--- src/rtl/uart_byte_rx.sv ---
// uart_byte_rx: UART byte receiver (8N1) with a 2-flop input synchronizer and a 4-entry receive FIFO.
// Optional macro UART_RX_PARITY_EN switches the frame to 8E1, checking even parity before the stop bit.
module uart_byte_rx #(
  parameter int unsigned CLK_FREQ = 100000000,
  parameter int unsigned BAUD     = 115200
) (
  input  logic       clk,
  input  logic       uartRxRst,
  input  logic       uartRx,
  input  logic       rxReady,
  output logic [7:0] rxData,
  output logic       rxValid,
  output logic       frameErr,
  output logic       overrun,
  output logic       rxBusy
);

  localparam int unsigned CLKS_PER_BIT = CLK_FREQ / BAUD;
  localparam int unsigned HALF_BIT     = CLKS_PER_BIT / 2;
  localparam int unsigned CNT_W        = $clog2(CLKS_PER_BIT);
  localparam int unsigned DATA_W       = 8;
  localparam int unsigned DEPTH        = 4;
  localparam int unsigned PTR_W        = 2;
  localparam int unsigned FCNT_W       = 3;

`ifdef UART_RX_PARITY_EN
  typedef enum logic [2:0] {IDLE, START, DATA, PARITY, STOP, ERRWAIT} state_t;
`else
  typedef enum logic [2:0] {IDLE, START, DATA, STOP, ERRWAIT} state_t;
`endif

  state_t              state, state_n;
  logic                sync1, rxS, rx_prev;
  logic [CNT_W-1:0]    cnt, cnt_n;
  logic [2:0]          bit_idx, bit_idx_n;
  logic [DATA_W-1:0]   shift, shift_n;
  logic                frame_err_n;
  logic                push_c;
`ifdef UART_RX_PARITY_EN
  logic                par_err, par_err_n;
`endif

  // Input synchronizer; rx_prev holds the previous synchronized level for edge detection.
  always_ff @(posedge clk or posedge uartRxRst) begin
    if (uartRxRst) begin
      sync1   <= 1'b1;
      rxS     <= 1'b1;
      rx_prev <= 1'b1;
    end else begin
      sync1   <= uartRx;
      rxS     <= sync1;
      rx_prev <= rxS;
    end
  end

  // Receiver state and bit-timing registers.
  always_ff @(posedge clk or posedge uartRxRst) begin
    if (uartRxRst) begin
      state    <= IDLE;
      cnt      <= '0;
      bit_idx  <= '0;
      shift    <= '0;
      frameErr <= 1'b0;
      rxBusy   <= 1'b0;
`ifdef UART_RX_PARITY_EN
      par_err  <= 1'b0;
`endif
    end else begin
      state    <= state_n;
      cnt      <= cnt_n;
      bit_idx  <= bit_idx_n;
      shift    <= shift_n;
      frameErr <= frame_err_n;
      rxBusy   <= (state_n != IDLE);
`ifdef UART_RX_PARITY_EN
      par_err  <= par_err_n;
`endif
    end
  end

  // Next-state: samples land mid-bit, one bit period apart after the mid-start sample.
  always_comb begin
    state_n     = state;
    cnt_n       = cnt + CNT_W'(1);
    bit_idx_n   = bit_idx;
    shift_n     = shift;
    frame_err_n = 1'b0;
    push_c      = 1'b0;
`ifdef UART_RX_PARITY_EN
    par_err_n   = par_err;
`endif
    case (state)
      IDLE: begin
        cnt_n = '0;
        if (rx_prev && !rxS) begin
          state_n   = START;
          bit_idx_n = '0;
`ifdef UART_RX_PARITY_EN
          par_err_n = 1'b0;
`endif
        end
      end
      START: begin
        if (cnt == CNT_W'(HALF_BIT - 1)) begin
          cnt_n   = '0;
          state_n = rxS ? IDLE : DATA;
        end
      end
      DATA: begin
        if (cnt == CNT_W'(CLKS_PER_BIT - 1)) begin
          cnt_n     = '0;
          shift_n   = {rxS, shift[DATA_W-1:1]};
          bit_idx_n = bit_idx + 3'd1;
          if (bit_idx == 3'd7) begin
`ifdef UART_RX_PARITY_EN
            state_n = PARITY;
`else
            state_n = STOP;
`endif
          end
        end
      end
`ifdef UART_RX_PARITY_EN
      PARITY: begin
        if (cnt == CNT_W'(CLKS_PER_BIT - 1)) begin
          cnt_n     = '0;
          par_err_n = (rxS != ^shift);
          state_n   = STOP;
        end
      end
`endif
      STOP: begin
        if (cnt == CNT_W'(CLKS_PER_BIT - 1)) begin
          cnt_n = '0;
`ifdef UART_RX_PARITY_EN
          if (rxS && !par_err) begin
`else
          if (rxS) begin
`endif
            push_c  = 1'b1;
            state_n = IDLE;
          end else begin
            frame_err_n = 1'b1;
            state_n     = ERRWAIT;
          end
        end
      end
      ERRWAIT: begin
        cnt_n = '0;
        if (rxS) state_n = IDLE;
      end
      default: state_n = IDLE;
    endcase
  end

  logic [DATA_W-1:0] mem [DEPTH];
  logic [PTR_W-1:0]  wr_ptr, rd_ptr;
  logic [FCNT_W-1:0] count, count_n;
  logic              pop_c, push_ok_c;

  // A full FIFO still takes a push when the head is popped in the same cycle.
  assign pop_c     = rxValid & rxReady;
  assign push_ok_c = push_c & ((count < FCNT_W'(DEPTH)) | pop_c);
  assign count_n   = count + FCNT_W'(push_ok_c) - FCNT_W'(pop_c);
  assign rxData    = mem[rd_ptr];

  always_ff @(posedge clk or posedge uartRxRst) begin
    if (uartRxRst) begin
      for (int unsigned i = 0; i < DEPTH; i++) mem[i] <= '0;
      wr_ptr  <= '0;
      rd_ptr  <= '0;
      count   <= '0;
      rxValid <= 1'b0;
      overrun <= 1'b0;
    end else begin
      if (push_ok_c) begin
        mem[wr_ptr] <= shift;
        wr_ptr      <= wr_ptr + PTR_W'(1);
      end
      if (pop_c) rd_ptr <= rd_ptr + PTR_W'(1);
      count   <= count_n;
      rxValid <= (count_n != '0);
      if (push_c && !push_ok_c) overrun <= 1'b1;
    end
  end

endmodule

--- config.mk ---
export PLATFORM = sky130hd
export DESIGN_NAME = uart_byte_rx
export DESIGN_NICKNAME = d
export VERILOG_FILES = /design/src/rtl/uart_byte_rx.sv
export SDC_FILE = /design/constraint.sdc
export NUM_CORES = 1
export LEC_CHECK = 0
export ABC_CLOCK_PERIOD_IN_PS = 7720
export CORE_MARGIN = 8
export CORE_UTILIZATION = 55
export DETAILED_ROUTE_END_ITERATION = 8
export HOLD_SLACK_MARGIN = 0.12
export PLACE_DENSITY_LB_ADDON = 0.08
export SLEW_MARGIN = 20
export SYNTH_ARGS = -nofsm -noshare
export SYNTH_HDL_FRONTEND = slang
export SYNTH_SLANG_ARGS = --single-unit
--- constraint.sdc ---
create_clock -name clk -period 7.72 [get_ports clk]
set_input_delay 1.158 -clock clk [delete_from_list [all_inputs] [get_ports clk]]
set_output_delay 1.158 -clock clk [all_outputs]
set_load 0.02 [all_outputs]
**After elaboration in Yosys (flattened, before gate mapping)**

Cells that the tools add are included.
Widths: inputs -> output; s select.

- Reduce and logical (&&, ||, !) cells: 13
- $lt $le $gt $ge: 4
- Bitwise gates (word level): 5
- Muxes and demuxes: 27
- Eq/ne operators: 9
- Add/subtract/negate cells: 6

Operators with widths:

| cell | number |
|---|---|
| $bwmux 32 | 1 |
| $pmux 10 s3 | 1 |
| $mux 3 | 9 |
| $mux 8 | 3 |
| $mux 10 | 2 |
| $bmux 8 s2 | 1 |
| $demux 8 s2 | 1 |
| $pmux 3 s5 | 1 |
| $add 10x1->10 const B | 1 |
| $eq 10x10->1 const B | 1 |
| $eq 10x9->1 const B | 1 |
| $eq 3x2->1 const B | 2 |
| $eq 3x3->1 const B | 2 |
| $ge 3x3->1 const B | 2 |
| $mux 1 | 6 |
| $not 2->3 | 2 |
| $pmux 3 s2 | 1 |
| $reduce_bool 3->1 | 2 |
| $add 2x1->2 const B | 2 |
| $ne 2x2->1 const B | 2 |
| $reduce_or 2->1 | 2 |
| $add 3x1->3 | 1 |
| $add 3x1->3 const B | 1 |
| $eq 3x1->1 const B | 1 |
| other kinds (12) | 16 |

- Word-level logic and storage cells: 82
- Flip-flop bits (word level): 70

**Depth between registers and ports, before layout**

- Depth after elaboration: 7
- Mapped depth: 11
- Depth with buffers taken out: 10

**Worst setup path after synthesis**

Ideal clock, no wire load.

- Kind: input to register
- Start: in rxReady
- End: reg rxValid
- Stages on the path: 10
- Setup slack: 4.569 ns
- Arrival: 3.020 ns
- Data required time: 7.589 ns
- Cell sequence: nand2_1 > a211oi_1 > nand4_1 > ha_1 > inv_1 > ha_1 > fa_1 > xor2_1 > xnor2_1 > or3_1

- Word-level cells in the longest chain between the ends: 6

RTL lines:

| element | line | RTL |
|---|---|---|
| from (decl) | 10 | `input logic rxReady,` |
| $and 1x1->1 * | 162 | `assign pop_c = rxValid & rxReady;` |
| $or 1x1->1 | 163 | `assign push_ok_c = push_c & ((count < FCNT_W'(DEPTH)) \| pop_c);` |
| $and 1x1->1 | 163 |  |
| $add 3x1->3 | 164 | `assign count_n = count + FCNT_W'(push_ok_c) - FCNT_W'(pop_c);` |
| $sub 3x1->3 * | 164 |  |
| named net count_n[2] | 158 | `logic [FCNT_W-1:0] count, count_n;` |
| $reduce_bool 3->1 * | 182 | `rxValid <= (count_n != '0);` |
| to (signal assigned) | 182 |  |
| to (decl) | 12 | `output logic rxValid,` |

Mark *: on every way through the listed nets, which the timed path passes. The rest lies on a longest branch.
A chain may end at the register's enable or synchronous reset.

**Worst setup path after layout**

- Start: reg rd_ptr[0]
- End: out rxData[1]

- Word-level cells in the longest chain between the ends: 4

RTL lines:

| element | line | RTL |
|---|---|---|
| from (decl) | 157 | `logic [PTR_W-1:0] wr_ptr, rd_ptr;` |
| from (signal assigned) | 180 | `if (pop_c) rd_ptr <= rd_ptr + PTR_W'(1);` |
| $not 2->3 (not written as such) | 165 | `assign rxData = mem[rd_ptr];` |
| $bmux 8 s2 | 165 |  |
| $mux 8 (not written as such) (2 in series) | 165 |  |
| to (decl) | 11 | `output logic [7:0] rxData,` |

Every way passes these cells. The select of a mux whose other input is x is not followed.

==> results.yml <==
route:
  drt_iter0_drc: 84
  ant_nets: 0
  wl_per_cell_um: 16.40
  drc: 0
  drt_pre_antenna_iters: 4
  via_per_inst: 5.629
  vias: 1880
  wirelength_um: 5478
final_layout:
  fill_cells: 449
  nets: 269
  n_antenna_cell: 0
  areaGrowthSynthToFinish_pct: 13.31
  fin_util_pct: 63.03
  layout-drive-gt1-share_pct: 29.34
power:
  leakage_nw: 1.755
  p_switching_mw: 0.2433
  p_comb_share_pct: 12.9
  p_per_area_mw_per_mm2: 239.3
  p_clk_share_pct: 33.9
  irDropWorstVdd_mv: 0.1725
  switching_share_pct: 27.90
  pwr-share-seq_pct: 53.2
  p_int_mw: 0.6287
cts:
  htreeDepth: 3
  postCtsHoldBufs: 0
  clkTransAtPathRegs_ps: 70
  clock_latency_ps: 330
  postCtsSetupBuffers: 0
  numCtsBuffers: 9
  root_buffer: "clkbuf_8"
  cts_sinks: 70
  clk_path_buf_depth: 2
  cts_tree: "built"
  cts_resized: 0
yosys:
  synth.area.top_cells: "dfrtp_1, mux2_2, mux4_2"
  syn_nets: 248
  ys_ff_latch: 70
  syn_area_per_cell_sq_um: 13.80
  synthFlopType: "dfrtp_1"
  yosysMostFrequentCell: "dfrtp_1"
  ys_seq_area_share_pct: 54.59
  syn_area_sq_mm: 0.003216
  synth_common_cells: "dfrtp_1, mux2_2, inv_1, nor2_1, ha_1"
  async_reset_ff_share_pct: 100.0
  syn_inst: 233
  synth_cell_types: 42
  yosys_warnings: 0
  synth_edf_count: 0
  yosysTopAreaCell: "dfrtp_1"
  synth_top_area_share_pct: 52.14
global_route:
  grt_max_degree: 71
  grt_pass1_vias: 1969
  antenna_found_initial: 0
  grt.total_usage_pct: 14.30
  overflow: 0
  grt_pass1_wl_um: 9473
timing:
  slew_viol_final: 0
  final.setup_skew_ps: 6.325
  rsz0062_at_grt: "false"
  post-route-period-util_pct: 44.18
  period_minus_slack_ps: 3411
  slew_headroom_pct: 41.34
  finalHoldViolations: 0
  finalSetupTns_ps: 0
  worst_pin_slew_ps: 879.9
  setup_viol: 0
  fmax_ghz: 0.2932
setup_path:
  crit_path_start_kind: "flop"
  worst_setup_path_end_kind: "output pin"
  path_max_fanout: 10
  path_class: "reg2out"
  arrival_ps: 2250
  cp.required_ps: 6560
die:
  start_util_pct: 55.63
  dieArea_sq_mm: 0.008549
  die_x_um: 92.46
  io_pins: 16
  die_y_um: 92.46
  coreArea_sq_mm: 0.005781
  rows: 28
placed_design:
  dp_hpwl_um: 3655
  io_buffers: 15
  place_congestion: 0.7631
flow_run:
  cap_violations: 0
min_path:
  hp-class: "reg2reg"
status:
  status: "complete, no violations"
==> stage by stage <==
step	setup slack [ps]	std cells	hold WS (ps)	area (sq um)	power (mW)
2_1_floorplan	4569	233	345.2	3216	0.5532
3_3_place_gp	4024	318	346.0	3443	0.5840
3_5_place_dp	4002	318	349.8	3443	0.5867
4_1_cts	4247	334	360.7	3643	0.8838
5_1_grt	4188	334	362.6	3643	0.9212
6_report	4309	334	359.0	3643	0.8720
==> layout make-up <==
cell class                      instances  area [sq um]  area share [%]
Sequential cell                        70          1755           48.18
Multi-Input combinational cell        143          1384           37.98
Timing Repair Buffer                   16         157.7           4.327
Clock buffer                           12         155.1           4.258
Tap cell                               75         93.84           2.576
Inverter                               14         52.55           1.442
Clock inverter                          4         45.04           1.236
==> power groups by stage <==
stage	clock [mW]	sequential (mW)	combinational (mW)
final	0.295	0.464	0.113
after global routing	0.322	0.473	0.127
after CTS	0.304	0.465	0.115
after detailed placement	0	0.472	0.114
after global placement	0	0.472	0.112
after floorplan	0	0.432	0.121
==> logic make-up after synthesis <==
kind of cell / Yosys count / synth area share (%)
mux: 49 / 19.96
xor+xnor: 13 / 3.541
flops: 70 / 54.59
buf+inv: 20 / 2.373
fa+ha+maj: 11 / 4.514
compound gates: 12 / 2.724
simple gates: 58 / 12.30
==> state kept, by name, summed over array words and instances, names as in the netlist <==
signal,cells
bit_idx,3
cnt,10
count,3
frameErr,1
mem,32
overrun,1
rd_ptr,2
rxBusy,1
rxS,1
rxValid,1
rx_prev,1
shift,8
state,3
sync1,1
wr_ptr,2
==> worst max-delay path: stages (launching register included) <==
cell and delay, ps:
dfrtp_1 760, mux4_2 600, clkdlybuf4s50_1 560
==> final timing paths <==
kind	from	end	slack [ps]	cells past startpoint
max in group asynchronous	uartRxRst	mem[4]	5730	3
min in group asynchronous	uartRxRst	count[2]	1380	3
max	rd_ptr[0]	rxData[1]	4310	2
min	sync1	rxS	360	0
min reg2reg	sync1	rxS	360	0
max reg2reg	cnt[2]	rxValid	4810	10
==> per-layer routing <==
layer	vias up	global-route usage (%)	wire length, um
met5	-	0	0
met4	0	6.980	76
met3	6	4.045	168
met2	20	23.54	2711
met1	977	16.87	2521
li1	877	-	-
==> layout by cell type, fill, tap and decap left out, types with 2 or more instances in the layout <==
cell,n
dfrtp_1,67
mux2_2,41
clkdlybuf4s50_1,15
inv_1,13
nor2_1,12
clkbuf_8,11
ha_1,10
nand3_1,9
mux4_2,8
xor2_1,7
nand4_1,6
xnor2_1,6
nand2_1,5
nand3_4,4
and2_1,3
o21ai_0,3
clkinv_2,3
dfstp_2,3
nor3b_1,2
and3_1,2
nor3_1,2
a31oi_1,2
(Power assumes the default switching activity.)
